[src/rtl/anton_neopixel_bus_arbiter.sv]
// Two-port arbiter onto the neopixel register bus (round-robin or fixed priority, per-transfer timeout).
// Bus driven the cycle after a grant, ack the cycle after busReady/timeout; requesters stall on reqN until ackN.
module anton_neopixel_bus_arbiter #(
    parameter int unsigned TIMEOUT_CYCLES = 255,
    parameter bit          FIXED_PRIORITY = 1'b0
) (
    input  logic        apbPclk,
    input  logic        apbPresern,
    input  logic        req0,
    input  logic        write0,
    input  logic [17:0] addr0,
    input  logic [7:0]  wdata0,
    output logic [7:0]  rdata0,
    output logic        ack0,
    output logic        err0,
    input  logic        req1,
    input  logic        write1,
    input  logic [17:0] addr1,
    input  logic [7:0]  wdata1,
    output logic [7:0]  rdata1,
    output logic        ack1,
    output logic        err1,
    output logic [17:0] busAddr,
    output logic [7:0]  busDataIn,
    output logic        busWrite,
    output logic        busRead,
    input  logic [7:0]  busDataOut,
    input  logic        busReady,
    output logic [1:0]  grant
);
    localparam logic [15:0] TIMEOUT_LIMIT = 16'(TIMEOUT_CYCLES);

    typedef enum logic [1:0] {IDLE, BUSY, DONE} arbState;

    arbState     state;
    arbState     stateNext;
    logic        lastGrant;
    logic        owner;
    logic        pick;
    logic        timedOut;
    logic        finish;
    logic [15:0] waitCount;

    always_comb begin
        pick = req1 && !req0;
        if (req0 && req1) begin
            pick = FIXED_PRIORITY ? 1'b0 : !lastGrant;
        end
        // A ready arriving in the limit cycle still counts as a completion.
        timedOut  = (waitCount == TIMEOUT_LIMIT) && !busReady;
        finish    = busReady || timedOut;
        stateNext = state;
        case (state)
            IDLE:    if (req0 || req1) stateNext = BUSY;
            BUSY:    if (finish) stateNext = DONE;
            DONE:    stateNext = IDLE;
            default: stateNext = IDLE;
        endcase
    end

    always_ff @(posedge apbPclk) begin
        if (!apbPresern) begin
            state <= IDLE;
        end else begin
            state <= stateNext;
        end
    end

    always_ff @(posedge apbPclk) begin
        if (!apbPresern) begin
            lastGrant <= 1'b1;
            owner     <= 1'b0;
            grant     <= 2'b00;
            waitCount <= '0;
            ack0      <= 1'b0;
            ack1      <= 1'b0;
            err0      <= 1'b0;
            err1      <= 1'b0;
            rdata0    <= '0;
            rdata1    <= '0;
            busAddr   <= '0;
            busDataIn <= '0;
            busWrite  <= 1'b0;
            busRead   <= 1'b0;
        end else begin
            ack0 <= 1'b0;
            ack1 <= 1'b0;
            err0 <= 1'b0;
            err1 <= 1'b0;
            case (state)
                IDLE: begin
                    if (req0 || req1) begin
                        owner     <= pick;
                        grant     <= pick ? 2'b10 : 2'b01;
                        busAddr   <= pick ? addr1 : addr0;
                        busDataIn <= pick ? wdata1 : wdata0;
                        busWrite  <= pick ? write1 : write0;
                        busRead   <= pick ? !write1 : !write0;
                        waitCount <= '0;
                    end
                end
                BUSY: begin
                    if (finish) begin
                        grant     <= 2'b00;
                        busAddr   <= '0;
                        busDataIn <= '0;
                        busWrite  <= 1'b0;
                        busRead   <= 1'b0;
                        ack0      <= !owner;
                        ack1      <= owner;
                        err0      <= timedOut && !owner;
                        err1      <= timedOut && owner;
                        // busRead still holds the latched direction here; writes keep rdata.
                        if (timedOut || busRead) begin
                            if (owner) begin
                                rdata1 <= timedOut ? 8'h00 : busDataOut;
                            end else begin
                                rdata0 <= timedOut ? 8'h00 : busDataOut;
                            end
                        end
                    end else begin
                        waitCount <= waitCount + 16'd1;
                    end
                end
                DONE: begin
                    lastGrant <= owner;
                end
                default: begin
                end
            endcase
        end
    end
endmodule

[config.mk]
export PLATFORM = sky130hd
export DESIGN_NAME = anton_neopixel_bus_arbiter
export DESIGN_NICKNAME = d
export VERILOG_FILES = /design/src/rtl/anton_neopixel_bus_arbiter.sv
export SDC_FILE = /design/constraint.sdc
export NUM_CORES = 1
export LEC_CHECK = 0
export ABC_AREA = 0
export CAP_MARGIN = 20
export CORE_UTILIZATION = 45
export DETAILED_ROUTE_END_ITERATION = 8
export PLACE_DENSITY = 0.81
export SLEW_MARGIN = 5
export SYNTH_ARGS = -nofsm -noshare
export SYNTH_HDL_FRONTEND = slang
export SYNTH_SLANG_ARGS = --single-unit
[constraint.sdc]
create_clock -name apbPclk -period 1.9 [get_ports apbPclk]
set_input_delay 0.38 -clock apbPclk [delete_from_list [all_inputs] [get_ports apbPclk]]
set_output_delay 0.38 -clock apbPclk [all_outputs]
set_load 0.005 [all_outputs]
==> key figures <==
Logic synthesis
  • Synth area leader: dfxtp_1
  • Top cells by area, synth: dfxtp_1 (44%), mux2i_1 (14%), a2111oi_0 (7.4%)
  • Avg Cell Area, Syn: 9.44 um^2
  • Syn_nets: 407
  • Mapped Area: 3200 um^2
  • Most frequent cell after synthesis: dfxtp_1
  • EDFF count, synth: 0
  • Synthesis Warnings: 0
  • Predominant post-synthesis flop cell: dfxtp_1
  • Library cells used by synthesis: 42
  • Synth top cells by count: dfxtp_1 (70), mux2i_1 (45), nor2_1 (34)
  • Ys async rst share: 0%
  • Post-synthesis sequential area ratio: 43.8%
  • Mapped Cells: 339
  • Yosys top cell area share: 43.8%
  • Yosys reg bits: 70

CTS
  • Post CTS Setup Buffer Count: 0
  • TritonCTS clock tree: done
  • Sink Count: 70
  • Clock buffer depth: 2
  • Clock Root Buffer: clkbuf_8
  • H-Tree Depth: 3
  • TritonCTS buffer count: 9
  • Worst skew pair latency: 0.34 ns
  • Reg clk slew, reported paths: 0.07 ns

Power
  • Leak pwr: 1.81 nW
  • PD cells: 709 nW/um^2
  • Net switching power: 0.881 mW
  • Sequential fraction of design power: 45.9%
  • Int Pwr: 2.60 mW
  • Combinational power share: 19.6%
  • Clock share of power: 34.5%
  • Sw Share: 25.3%
  • Peak supply drop: 450 uV

Status
  • Outcome: finished clean

Critical path
  • Critical path arrival: 2.07 ns
  • Crit Path Category: reg2reg
  • Reg-to-reg startpoint: waitCount[0]$_SDFFE_PN0P_
  • CP startpoint kind: register
  • Max incr delay on CP: 0.51 ns
  • Critical path's top delay family: simple AND/OR/NAND/NOR gates
  • Worst Path Required: 2.17 ns
  • CP endpoint kind: register
  • Slowest CP cell: or4_1
  • Buffers and inverters on the worst path: 0
  • Critical path, cell by cell: ha_1 > and3_2 > and4_1 > or4_1 > a21oi_1
  • Crit path from: waitCount[0]$_SDFFE_PN0P_
  • Max FO, Critical Path: 5

STA
  • Final setup fails: 0
  • Fin crit share: 94.8%
  • Slew headroom: 66.6%
  • Fin crit period: 1.80 ns
  • Worst slew pin tran: 0.501 ns
  • Final Max Slew Viols: 0
  • Max Freq: 0.555 GHz
  • Hold WS: 0.467 ns
  • RSZ-0062 raised after global routing: false
  • Setup Skew: 0.00609 ns
  • Fin. Hold Viols: 0
  • Setup TNS Final: 0 ns

Placed design
  • GPL Wtd Cong: 0.836
  • Placed cells: 557
  • Port buffer count: 116
  • Hpwl dp: 6770 um

Detailed routing
  • Antenna-violating nets left: 0
  • DR vias/cell: 5.49
  • Residual DRC count: 0
  • First-pass iteration count of the detailed router: 4
  • Via count: 3147
  • Starting DRT DRC Count: 158
  • Wire per inst: 15.8 um
  • Total wire length: 9050 um

Floorplanning
  • Chip Height: 86.3 um
  • Die Footprint: 7450 um^2
  • Number of cell rows: 30
  • Io pins: 117
  • Starting Density: 46.8%
  • Die X: 86.3 um
  • Core area: 6830 um^2

Worst hold path
  • Hold Path Class: reg2reg
  • HP Start: rdata1[2]$_SDFFE_PN0P_

Global route
  • Pin count of the biggest net entering global routing: 35
  • Total gr overflow: 0
  • Vias in the first global route: 3115
  • Total GRT Usage: 25.3%
  • Wire length of the first global-routing pass: 14700 um
  • Initial antenna violation count: 0

Cells and area
  • Layout cells sized above 1: 12.6%
  • Final Non-Filler Cells: 573
  • Nets: 540
  • Layout area overhead: 53.5%
  • ANT cells: 0

Flow run
  • Max cap viols: 0
-- timing repair --
action	CTS	global route
endpoints found under the setup margin	0	20
resized for setup	0	3
hold buffers	0	0
-- tightest hold or removal path, stage by stage, from the launching register on --
cell     delay, ns
dfxtp_1       0.31
nand2_1       0.05
mux2i_1       0.06
-- area by class of cell --
class / instances / area, um^2
clock buffers: 11 / 141
clock inverters: 5 / 58.8
fillers: 543 / 1920
inverters: 4 / 15.0
multi-input cells: 235 / 1670
flip-flops and latches: 70 / 1400
well taps: 96 / 120
repair buffers: 152 / 1510
-- final timing paths --
kind         cells past startpoint                   endpoint  slack (ns)
min                              2     rdata1[2]$_SDFFE_PN0P_        0.47
max reg2reg                      5  waitCount[3]$_SDFFE_PN0P_         0.1
max                              5  waitCount[3]$_SDFFE_PN0P_         0.1
min reg2reg                      2     rdata1[2]$_SDFFE_PN0P_        0.47
-- cells by family (layout without fill, tap and decap cells) --
kind of cell | after synthesis | after routing | synth area share, %
AOI/OAI and AO/OA | 73 | 73 | 17.5
DFF | 70 | 70 | 43.8
xor gates and xnor gates | 1 | 1 | 0.274
and+or+nand+nor | 115 | 115 | 19.1
adders and majority gates | 1 | 1 | 0.391
muxes | 45 | 45 | 14.1
buffers and inverters | 34 | 172 | 4.89
-- cells in the final DEF, fill, tap and decap left out, types with 10 or more instances in the layout --
master             n
o211ai_1          12
a2111oi_0         27
dfxtp_1           70
nor2_1            34
nand2_1           30
clkdlybuf4s50_1  116
a21oi_1           13
buf_4             30
nand3_1           10
mux2i_1           45
clkbuf_8          10
-- stage by stage --
stage                     power [mW]  worst slack [ns]  utilization, %  area (um^2)
after floorplan                 1.89             0.181               -         3200
after global placement          2.29           -0.0439            68.8         4700
after detailed placement        2.32            -0.215            68.8         4700
after CTS                       3.50            0.0523            71.8         4900
after global routing            3.64          0.000587            71.9         4910
final                           3.48            0.0988            71.9         4910
-- power groups by stage --
stage	registers [mW]	clock network (mW)	logic, mW
2_1_floorplan	1.63	0	0.258
3_3_place_gp	1.63	0	0.665
3_5_place_dp	1.63	0	0.685
4_1_cts	1.60	1.22	0.687
5_1_grt	1.61	1.29	0.738
6_report	1.60	1.20	0.683
-- layer usage --
layer  routed length [um]  part of all wire (%)  track usage, %  vias up
met1                 3730                    41            28.4     1476
met2                 4470                    49            46.0      109
met3                  680                   7.5            6.57       17
met4                  165                   1.8            9.70        0
met5                    0                     0               0        -
li1                     -                     -               -     1545
-- sequential cells by signal (all words and copies together), names as in the netlist --
name / flops
grant: 2
lastGrant: 1
busAddr: 18
ack0: 1
owner: 1
busDataIn: 8
err1: 1
ack1: 1
rdata1: 8
busRead: 1
err0: 1
state: 2
busWrite: 1
rdata0: 8
waitCount: 16
Power figures use the tool's default switching activity.
